[src/rtl/kd_tree_root_driver.sv]
// Command initiator for the root kd-tree node: feeds N_CENTERS centers, configures depth/ttl/axis,
// starts the sort and waits for completion, with one acknowledged command per step and per-wait timeouts.
module kd_tree_root_driver #(
  parameter int DATA_W    = 32,
  parameter int CMD_W     = 3,
  parameter int N_CENTERS = 7,
  parameter int TIMEOUT   = 1023
) (
  input  logic              clk,
  input  logic              rst,
  input  logic              start,
  input  logic [7:0]        ttl_in,
  input  logic [1:0]        axis_in,
  input  logic [DATA_W-1:0] center_in,
  input  logic              center_valid,
  output logic              center_ready,
  output logic [CMD_W-1:0]  command_to_top,
  output logic [DATA_W-1:0] data_to_top,
  output logic              alert_to_top,
  input  logic [CMD_W-1:0]  command_from_top,
  output logic              busy,
  output logic              done,
  output logic              error
);

  localparam logic [CMD_W-1:0] NOP           = CMD_W'(0);
  localparam logic [CMD_W-1:0] SET_CENTER    = CMD_W'(1);
  localparam logic [CMD_W-1:0] DEPTH_TTL     = CMD_W'(2);
  localparam logic [CMD_W-1:0] START_SORT    = CMD_W'(3);
  localparam logic [CMD_W-1:0] FEED_ACK      = CMD_W'(4);
  localparam logic [CMD_W-1:0] SEND_SORT_ACK = CMD_W'(5);
  localparam logic [CMD_W-1:0] SORT_DONE     = CMD_W'(6);

  localparam int TW = $clog2(TIMEOUT + 1);
  localparam int IW = (N_CENTERS > 1) ? $clog2(N_CENTERS) : 1;
  localparam logic [TW-1:0] TMO      = TW'(TIMEOUT);
  localparam logic [IW-1:0] LAST_IDX = IW'(N_CENTERS - 1);

  typedef enum logic [3:0] {
    S_IDLE,
    S_FEED_IDLE,
    S_FEED_ISSUE,
    S_FEED_WAIT,
    S_CFG_IDLE,
    S_CFG_WAIT,
    S_SORT_IDLE,
    S_SORT_WAIT,
    S_ERR
  } state_t;

  state_t            state, state_d;
  logic [IW-1:0]     idx, idx_d;
  logic [TW-1:0]     timer, timer_d;
  logic [7:0]        ttl_q, ttl_d;
  logic [1:0]        axis_q, axis_d;
  logic [CMD_W-1:0]  cmd_d;
  logic [DATA_W-1:0] data_d;
  logic [DATA_W-1:0] cfg_word;
  logic              alert_d, ready_d, done_d, busy_d, error_d;
  logic              line_nop, count_en;

  always_ff @(posedge clk or negedge rst) begin
    if (!rst) state <= S_IDLE;
    else      state <= state_d;
  end

  always_comb begin
    state_d  = state;
    idx_d    = idx;
    ttl_d    = ttl_q;
    axis_d   = axis_q;
    cmd_d    = command_to_top;
    data_d   = data_to_top;
    alert_d  = 1'b0;
    ready_d  = 1'b0;
    done_d   = 1'b0;
    busy_d   = busy;
    error_d  = error;
    count_en = 1'b0;
    line_nop = (command_from_top == NOP);
    cfg_word = '0;
    cfg_word[9:0] = {axis_q, ttl_q};

    case (state)
      S_IDLE, S_ERR: begin
        if (start) begin
          ttl_d   = ttl_in;
          axis_d  = axis_in;
          error_d = 1'b0;
          busy_d  = 1'b1;
          idx_d   = '0;
          state_d = S_FEED_IDLE;
        end
      end
      S_FEED_IDLE: begin
        // a host stall on an idle line must never time out
        count_en = !line_nop;
        if (line_nop && center_valid) begin
          cmd_d   = SET_CENTER;
          data_d  = center_in;
          alert_d = 1'b1;
          ready_d = 1'b1;
          state_d = S_FEED_ISSUE;
        end
      end
      S_FEED_ISSUE: state_d = S_FEED_WAIT;
      S_FEED_WAIT: begin
        count_en = 1'b1;
        if (command_from_top == FEED_ACK) begin
          cmd_d  = NOP;
          data_d = '0;
          if (idx == LAST_IDX) begin
            state_d = S_CFG_IDLE;
          end else begin
            idx_d   = idx + IW'(1);
            state_d = S_FEED_IDLE;
          end
        end
      end
      S_CFG_IDLE: begin
        count_en = 1'b1;
        if (line_nop) begin
          cmd_d   = DEPTH_TTL;
          data_d  = cfg_word;
          alert_d = 1'b1;
          state_d = S_CFG_WAIT;
        end
      end
      S_CFG_WAIT: begin
        count_en = 1'b1;
        if (command_from_top == SEND_SORT_ACK) begin
          cmd_d   = NOP;
          data_d  = '0;
          state_d = S_SORT_IDLE;
        end
      end
      S_SORT_IDLE: begin
        count_en = 1'b1;
        if (line_nop) begin
          cmd_d   = START_SORT;
          data_d  = '0;
          alert_d = 1'b1;
          state_d = S_SORT_WAIT;
        end
      end
      S_SORT_WAIT: begin
        count_en = 1'b1;
        if (command_from_top == SORT_DONE) begin
          cmd_d   = NOP;
          data_d  = '0;
          done_d  = 1'b1;
          busy_d  = 1'b0;
          state_d = S_IDLE;
        end
      end
      default: state_d = S_IDLE;
    endcase

    // timeout overrides any same-cycle progress
    if (count_en && (timer == TMO)) begin
      state_d = S_ERR;
      cmd_d   = NOP;
      data_d  = '0;
      alert_d = 1'b0;
      ready_d = 1'b0;
      done_d  = 1'b0;
      busy_d  = 1'b0;
      error_d = 1'b1;
    end

    if (state_d != state) timer_d = '0;
    else if (count_en)    timer_d = timer + TW'(1);
    else                  timer_d = timer;
  end

  always_ff @(posedge clk or negedge rst) begin
    if (!rst) begin
      idx            <= '0;
      timer          <= '0;
      command_to_top <= NOP;
      data_to_top    <= '0;
      alert_to_top   <= 1'b0;
      center_ready   <= 1'b0;
      busy           <= 1'b0;
      done           <= 1'b0;
      error          <= 1'b0;
    end else begin
      idx            <= idx_d;
      timer          <= timer_d;
      command_to_top <= cmd_d;
      data_to_top    <= data_d;
      alert_to_top   <= alert_d;
      center_ready   <= ready_d;
      busy           <= busy_d;
      done           <= done_d;
      error          <= error_d;
    end
  end

  // configuration operands are plain data and need no reset
  always_ff @(posedge clk) begin
    ttl_q  <= ttl_d;
    axis_q <= axis_d;
  end

endmodule

[config.mk]
export PLATFORM = sky130hd
export DESIGN_NAME = kd_tree_root_driver
export DESIGN_NICKNAME = d
export VERILOG_FILES = /design/src/rtl/kd_tree_root_driver.sv
export SDC_FILE = /design/constraint.sdc
export NUM_CORES = 1
export LEC_CHECK = 0
export CAP_MARGIN = 20
export CORE_AREA = 2 2 79 81
export CTS_BUF_LIST = sky130_fd_sc_hd__clkbuf_2 sky130_fd_sc_hd__clkbuf_4 sky130_fd_sc_hd__clkbuf_8
export DETAILED_ROUTE_END_ITERATION = 10
export DIE_AREA = 0 0 81 83
export HOLD_SLACK_MARGIN = 0.12
export PLACE_DENSITY_LB_ADDON = 0.15
export SETUP_SLACK_MARGIN = 0.02
export SYNTH_ARGS = -nofsm -noshare
export SYNTH_HDL_FRONTEND = slang
export SYNTH_SLANG_ARGS = --single-unit
export TNS_END_PERCENT = 30
[constraint.sdc]
create_clock -name clk -period 3.5 [get_ports clk]
set_input_delay 0.35 -clock clk [delete_from_list [all_inputs] [get_ports clk]]
set_output_delay 0.35 -clock clk [all_outputs]
set_load 0.02 [all_outputs]
==> results of run 1 <==
[registers in the layout (all words and copies together) (netlist names)]
register,flops
idx,3
alert_to_top,1
busy,1
ttl_q,8
state,4
axis_q,2
center_ready,1
timer,10
data_to_top,32
command_to_top,2
done,1
error,1
[power groups by stage]
stage	clock, mW	sequential [mW]	combinational [mW]
finish	0.586	1.03	0.901
CTS	0.599	1.03	0.909
detailed placement	0	1.04	0.904
global placement	0	1.04	0.880
floorplan	0	1.09	0.492
global route	0.635	1.05	0.986
[per-layer routing]
layer,GRT usage,share of wire,wire length (µm),vias up
met5,0,0,0,-
met4,0.0663,0.015,108,0
met1,0.320,0.44,3230,1187
met2,0.353,0.48,3500,76
li1,-,-,-,1147
met3,0.0707,0.064,466,9
[final timing paths]
| check | to | depth (start not counted) |
|---|---|---|
| worst max-delay path | timer[6]$_DFFE_PN0P_ | 8 |
| worst min-delay path | error$_DFFE_PN0P_ | 1 |
| worst max register to register | data_to_top[10]$_DFFE_PN0P_ | 7 |
| worst min register to register | error$_DFFE_PN0P_ | 1 |
| max in group asynchronous | idx[0]$_DFFE_PN0P_ | 3 |
| min in group asynchronous | data_to_top[8]$_DFFE_PN0P_ | 2 |
[synth_stat cells (all sizes together) (2+ instances only)]
library cell / instances
a21o: 3
nand2b: 4
a22o: 21
buf: 12
and3: 2
clkbuf: 6
dfrtp: 56
nand4: 6
xnor2: 6
a21oi: 14
xor2: 4
nor2: 14
nand3: 3
edfxtp: 10
o21ai: 12
nor4b: 2
nand4b: 2
nand2: 10
nor3: 18
a31oi: 2
inv: 5
a22oi: 10
nor4: 3
and4: 2
and4b: 2
ha: 3
a211oi: 7
a2111oi: 2
or3: 2
[cell families (layout without fill, tap and decap cells)]
logic type	after synthesis	after routing	synth area share
buffers and inverters	24	118	0.0409
flip-flops	66	66	0.557
other	1	1	0.00123
AO/OA/AOI/OAI	76	76	0.189
adder cells (fa/ha/maj)	3	3	0.0123
multiplexers	1	1	0.00328
AND/OR/NAND/NOR	78	78	0.168
XOR/XNOR	10	10	0.0287
[worst max-delay path: stages]
cell             delay [ns]
clkdlybuf4s50_1        0.60
nor3_2                 0.39
o22ai_2                0.22
and4_1                 0.30
buf_4                  0.24
a2111oi_4              0.30
buf_4                  0.27
nor3_2                 0.07
[final cells by class]
type / instances / area (µm²)
Clock buffer: 13 / 166
Clock inverter: 3 / 15.0
Fill cell: 449 / 1650
Inverter: 6 / 22.5
Multi-Input combinational cell: 169 / 1230
Sequential cell: 66 / 1700
Tap cell: 75 / 93.8
Timing Repair Buffer: 96 / 936
==> summary.md, run 1 <==
| Metric | Value |
|---|---|
| Status | `finished clean` |
| Final Power | `2.52 mW` |
| Port Buffers | `87` |
| Ranking of synthesized cells by area | `dfrtp_1 (46%), edfxtp_1 (9.8%), a22o_1 (6.0%)` |
| Max frequency | `0.394 GHz` |
| Synth unique cells | `51` |
| FP Rows | `28` |
| R2R setup slack | `1.00 ns` |
| N_diodes | `0` |
| Area share of the leading cell type in the synthesized netlist | `0.459` |
| Die area | `~6700 µm²` |
| Async set or reset register ratio after synthesis | `0.848` |
| CTS Hold Buffers Added | `1` |
| Max-slew headroom | `0.364` |
| Largest net degree at the start of global routing | `37` |
| Post-CTS sizing | `0` |
| Gr usage total | `0.231` |
| Post-DP HPWL | `5.24 mm` |
| Final cell count without fillers | `428` |
| Residual DRC | `0` |
| Setup violators final | `0` |
| Fin nets | `400` |
| Comb pwr share | `0.358` |
| Root buf cell | `clkbuf_8` |
| GR Overflow Total | `0` |
| Via density | `between 5 and 6` |
| Worst setup margin | `0.963 ns` |
| Post-Layout Inst Area | `4170 µm²` |
| Switch Pwr | `0.889 mW` |
| Leakage | `1.74 nW` |
| Clock share of power | `0.233` |
| Worst-Margin Slew | `~0.95 ns` |
| Area delta synth->final | `36.4%` |
| Worst vdd ir | `0.485 mV` |
| Starting Density | `0.525` |
| Final setup TNS | `0 ns` |
| Period minus WS final | `2.54 ns` |
| Critical Path Fanout Max | `21` |
| Drt first pass iters | `4` |
| Skew final | `about 0.0050 ns` |
| RSZ-0062 raised after global routing | `false` |
| Warnings, synthesis | `0` |
| Layout cell share with drive strength beyond 1 | `0.133` |
| Via count | `2,419` |
| Area after DPL | `around 4000 µm²` |
| Clock latency on the worst-skew pair | `approximately 0.34 ns` |
| Initial antenna violation count | `0` |
| TritonCTS clock tree | `yes` |
| CP Data Arrival Time | `2.74 ns` |
| CTS sink count | `66` |
| Hold Path Origin | `error$_DFFE_PN0P_` |
| Final Cycle Share | `0.725` |
| Die X | `81 µm` |
| CTS HTree Levels | `3` |
| Placed Cells | `411` |
| Commonest cells after routing, fill and taps aside | `clkdlybuf4s50_1 (86), dfrtp_1 (56), a22o_1 (21)` |
| Worst slack, placed | `0.631 ns` |
| Gate Count Post-Synth | `259` |
| Yosys reg bits | `66` |
| Final number of max-transition violations | `0` |
| Seq pwr share | `0.409` |
| Clock-pin slew on the worst setup and hold paths | `approximately 0.06 ns` |
| Core Util, Final | `0.716` |
| Ys flop type | `dfrtp_1` |
| Worst setup SP type | `input pin` |
| Post-synth EDFFs | `10` |
| Critical path class | `in -> reg` |
| CTS Buf Count | `9` |
| Post-CTS Setup Repair Bufs | `0` |
| Die height | `83 µm` |
| Worst Path Required | `3.71 ns` |
| Total Wirelength | `roughly 7.3 mm` |
| DRT antenna net count | `0` |
| Most common cell after layout, fill and taps aside | `clkdlybuf4s50_1` |
| Critical Path Source | `command_from_top[2]` |
| Hold slack | `between 0.4 and 0.5 ns` |
| Syn_nets | `311` |
| PD cells | `about 600 nW/µm²` |
| IO Pins | `89` |
| Seq/Total Area, Yosys | `0.557` |
| Worst r2r src | `state[0]$_DFF_PN0_` |
| Final Hold Viols | `0` |
| Hold WC Path Type | `reg -> reg` |
| Final Wtd Congestion | `about 0.84` |
| Synthesized area per cell | `11.8 µm²` |
| Core Area | `5820 µm²` |
| 1st-iter DRT viols | `107` |
| Cell Area, Synth | `3060 µm²` |
| Global-route wire length before repair | `11.9 mm` |
| Max_cap viols | `0` |
| Vias in the first global route | `2,400` |
| Wire length per cell | `~17 µm` |
| Clock tree buffer depth | `2` |
| Switching share of total power | `0.353` |
| Internal Pwr Total | `between 1.5 and 2 mW` |
| Top cell type by total area after synthesis | `dfrtp_1` |
| Crit end category | `flop` |
Note: power is estimated with default switching activity, not from simulation.
==> run 2: changes to the inputs <==
--- a/config.mk
+++ b/config.mk
@@ -6,10 +6,10 @@
 export NUM_CORES = 1
 export LEC_CHECK = 0
 export CAP_MARGIN = 20
-export CORE_AREA = 2 2 79 81
+export CORE_AREA = 2 2 87 89
 export CTS_BUF_LIST = sky130_fd_sc_hd__clkbuf_2 sky130_fd_sc_hd__clkbuf_4 sky130_fd_sc_hd__clkbuf_8
 export DETAILED_ROUTE_END_ITERATION = 10
-export DIE_AREA = 0 0 81 83
+export DIE_AREA = 0 0 89 91
 export HOLD_SLACK_MARGIN = 0.12
 export PLACE_DENSITY_LB_ADDON = 0.15
 export SETUP_SLACK_MARGIN = 0.02
==> constraint.sdc (replaced) <==
create_clock -name clk -period 2.1 [get_ports clk]
set_input_delay 0.21 -clock clk [delete_from_list [all_inputs] [get_ports clk]]
set_output_delay 0.21 -clock clk [all_outputs]
set_load 0.02 [all_outputs]
==> run 2 against run 1 <==
Clock power is 84% higher. Core utilization down 7.5 points. Sequential power increased by 63%. Final area rose by 9.8%. Critical path type is now reg -> reg. Largest power group is now combinational logic. Highest routed layer unchanged.
==> summary.md, run 2 (synthesized netlist as in run 1, its figures left out) <==
| Metric | Value |
|---|---|
| Status | `finished clean` |
| Period minus WS final | `between 1.5 and 2 ns` |
| Critical path's slowest cell | `dfrtp_2` |
| Setup violators final | `0 (unchanged)` |
| Drt first pass iters | `4 (unchanged)` |
| GR Overflow Total | `0 (unchanged)` |
| Area after DPL | `4280 µm² (+7.7%)` |
| Reg with most FFs | `data_to_top` |
| 1st-iter DRT viols | `121 (+13%)` |
| Worst-Margin Slew | `0.561 ns (-0.385 ns)` |
| Area delta synth->final | `49.8%` |
| Final number of max-transition violations | `0 (unchanged)` |
| Worst setup margin | `0.123 ns (-0.840 ns)` |
| Wire length per cell | `15.8 µm (-7.4%)` |
| Top Registers | `data_to_top (32), timer (10), ttl_q (8)` |
| Clock-pin slew on the worst setup and hold paths | `0.07 ns (about the same)` |
| Clock latency on the worst-skew pair | `0.35 ns (about the same)` |
| CTS sink count | `66 (unchanged)` |
| Worst vdd ir | `0.632 mV (+30%)` |
| Critical path class | `reg -> reg` |
| RSZ-0062 raised after global routing | `false` |
| Max incr delay on CP | `0.44 ns (-0.16 ns)` |
| Clock tree buffer depth | `2 (unchanged)` |
| Clock share of power | `0.236 (+0.003)` |
| Critical Path Fanout Max | `6 (-71%)` |
| Comb pwr share | `0.397 (+0.039)` |
| Vias in the first global route | `2,535 (+5.6%)` |
| Root buf cell | `clkbuf_8` |
| Final Hold Viols | `0 (unchanged)` |
| Worst setup SP type | `flop` |
| Total Wirelength | `7.76 mm (+6.3%)` |
| CP top delay family | `compound AO/OA/AOI/OAI gates` |
| Commonest cells after routing, fill and taps aside | `clkdlybuf4s50_1 (86), dfrtp_1 (54), buf_4 (40)` |
| Worst path cell trace | `buf_4 -> a21oi_2 -> o22ai_2 -> and4_1 -> a2111o_1 -> buf_2 -> nor3_2` |
| CTS HTree Levels | `3 (unchanged)` |
| FP Rows | `31 (+11%)` |
| PD cells | `999 nW/µm² (+65%)` |
| Max reg flops | `32 (unchanged)` |
| N_diodes | `0 (unchanged)` |
| Worst slack, placed | `-0.204 ns (-0.835 ns)` |
| Global-route wire length before repair | `12.4 mm (+4.2%)` |
| Via density | `5.20 (-8.1%)` |
| Final Wtd Congestion | `0.875 (+3.9%)` |
| Initial antenna violation count | `0 (unchanged)` |
| Max frequency | `around 0.51 GHz` |
| Core Area | `7140 µm² (+23%)` |
| IO Pins | `89 (unchanged)` |
| Skew final | `0.0117 ns (+0.00674 ns)` |
| Filler cells | `610 (+36%)` |
| Hold WC Path Type | `in -> async` |
| Internal Pwr Total | `2.97 mW (+83%)` |
| Die area | `8100 µm² (+20%)` |
| Final Cycle Share | `0.941` |
| Post-DP HPWL | `5.54 mm (+5.8%)` |
| Largest net degree at the start of global routing | `35 (-5.4%)` |
| DRT antenna net count | `0 (unchanged)` |
| Crit end category | `flop` |
| TritonCTS clock tree | `yes` |
| Most common cell after layout, fill and taps aside | `clkdlybuf4s50_1` |
| Leakage | `1.95 nW (+12%)` |
| CP Data Arrival Time | `2.24 ns (-0.50 ns)` |
| Fin nets | `439 (+9.8%)` |
| Starting Density | `0.428 (-0.0973)` |
| Residual DRC | `0 (unchanged)` |
| Max_cap viols | `0 (unchanged)` |
| Die X | `89 µm (+9.9%)` |
| Gr usage total | `0.197 (-0.0343)` |
| Layout cell share with drive strength beyond 1 | `0.230 (+0.0964)` |
| Die height | `91 µm (+9.6%)` |
| Switch Pwr | `1.60 mW (+80%)` |
| Post-Layout Inst Area | `4580 µm² (+9.8%)` |
| Number of buffers and inverters on the critical path | `2 (-1)` |
| Switching share of total power | `0.350 (-0.00303)` |
| Worst Path Required | `2.36 ns (-1.35 ns)` |
| Max-slew headroom | `0.626 (+0.262)` |
| CTS Buf Count | `9 (unchanged)` |
| R2R setup slack | `0.12 ns (-0.88 ns)` |
| Seq pwr share | `0.368 (-0.041)` |
| Port Buffers | `87 (unchanged)` |
| Via count | `2,551 (+5.5%)` |
==> run 2: cell count changes in the layout (fill, tap and decap cells not counted), sizes merged <==
cell,before,now
bufinv,0,1
clkbuf,13,9
clkinvlp,0,1
buf,9,48
inv,5,7
==> run 2: worst paths after layout <==
kind                                    start                    endpoint  cells after the start
max in group asynchronous                 rst  data_to_top[4]$_DFFE_PN0P_                      3
max                        state[1]$_DFF_PN0_        timer[9]$_DFFE_PN0P_                      7
max reg2reg                state[1]$_DFF_PN0_        timer[9]$_DFFE_PN0P_                      7
min                                       rst            busy$_DFFE_PN0P_                      2
min reg2reg                 error$_DFFE_PN0P_           error$_DFFE_PN0P_                      1
min in group clk                    ttl_in[2]          ttl_q[2]$_DFFE_PP_                      1
==> run 2: routing by layer <==
layer,vias up,global-route usage,routed length (µm)
li1,1229,-,-
met1,1242,0.279,3480
met2,72,0.307,3830
met3,8,0.0336,369
met4,0,0.0647,80
met5,-,0,0
==> run 2: stage by stage <==
step	instances	utilization	hold slack, ns	power [mW]	setup TNS (ns)
floorplan	259	-	-0.0856	2.65	0
global placement	465	0.600	0.228	3.40	-5.54
detailed placement	465	0.600	0.228	3.43	-6.08
CTS	482	0.630	0.402	4.52	0
global route	491	0.641	0.412	4.83	0
finish	491	0.641	0.393	4.57	0
==> run 2: power by group through the flow <==
stage                     Sequential [mW]  Combinational (mW)  Clock [mW]
after floorplan                      1.82               0.821           0
after global placement               1.70                1.70           0
after detailed placement             1.71                1.72           0
after CTS                            1.68                1.74        1.10
after global routing                 1.71                1.97        1.15
final                                1.68                1.81        1.08
==> run 2: repair_timing <==
action                     4_1_cts  5_1_grt
setup endpoints to repair        7       38
hold buffers                     1        0
hold endpoints to repair        22        0
pin swaps                        0        3
cloned                           0        1
gates resized for setup          2        6
setup buffers                    0        8
==> run 2: layout make-up <==
| type | count | area [µm²] | share of cell area |
|---|---|---|---|
| multi-input cells | 169 | 1240 | 0.271 |
| well taps | 99 | 124 | 0.0271 |
| clock buffers | 9 | 124 | 0.0271 |
| inverters | 6 | 22.5 | 0.00492 |
| clock inverters | 7 | 77.6 | 0.0169 |
| repair buffers | 135 | 1280 | 0.280 |
| flip-flops and latches | 66 | 1700 | 0.372 |
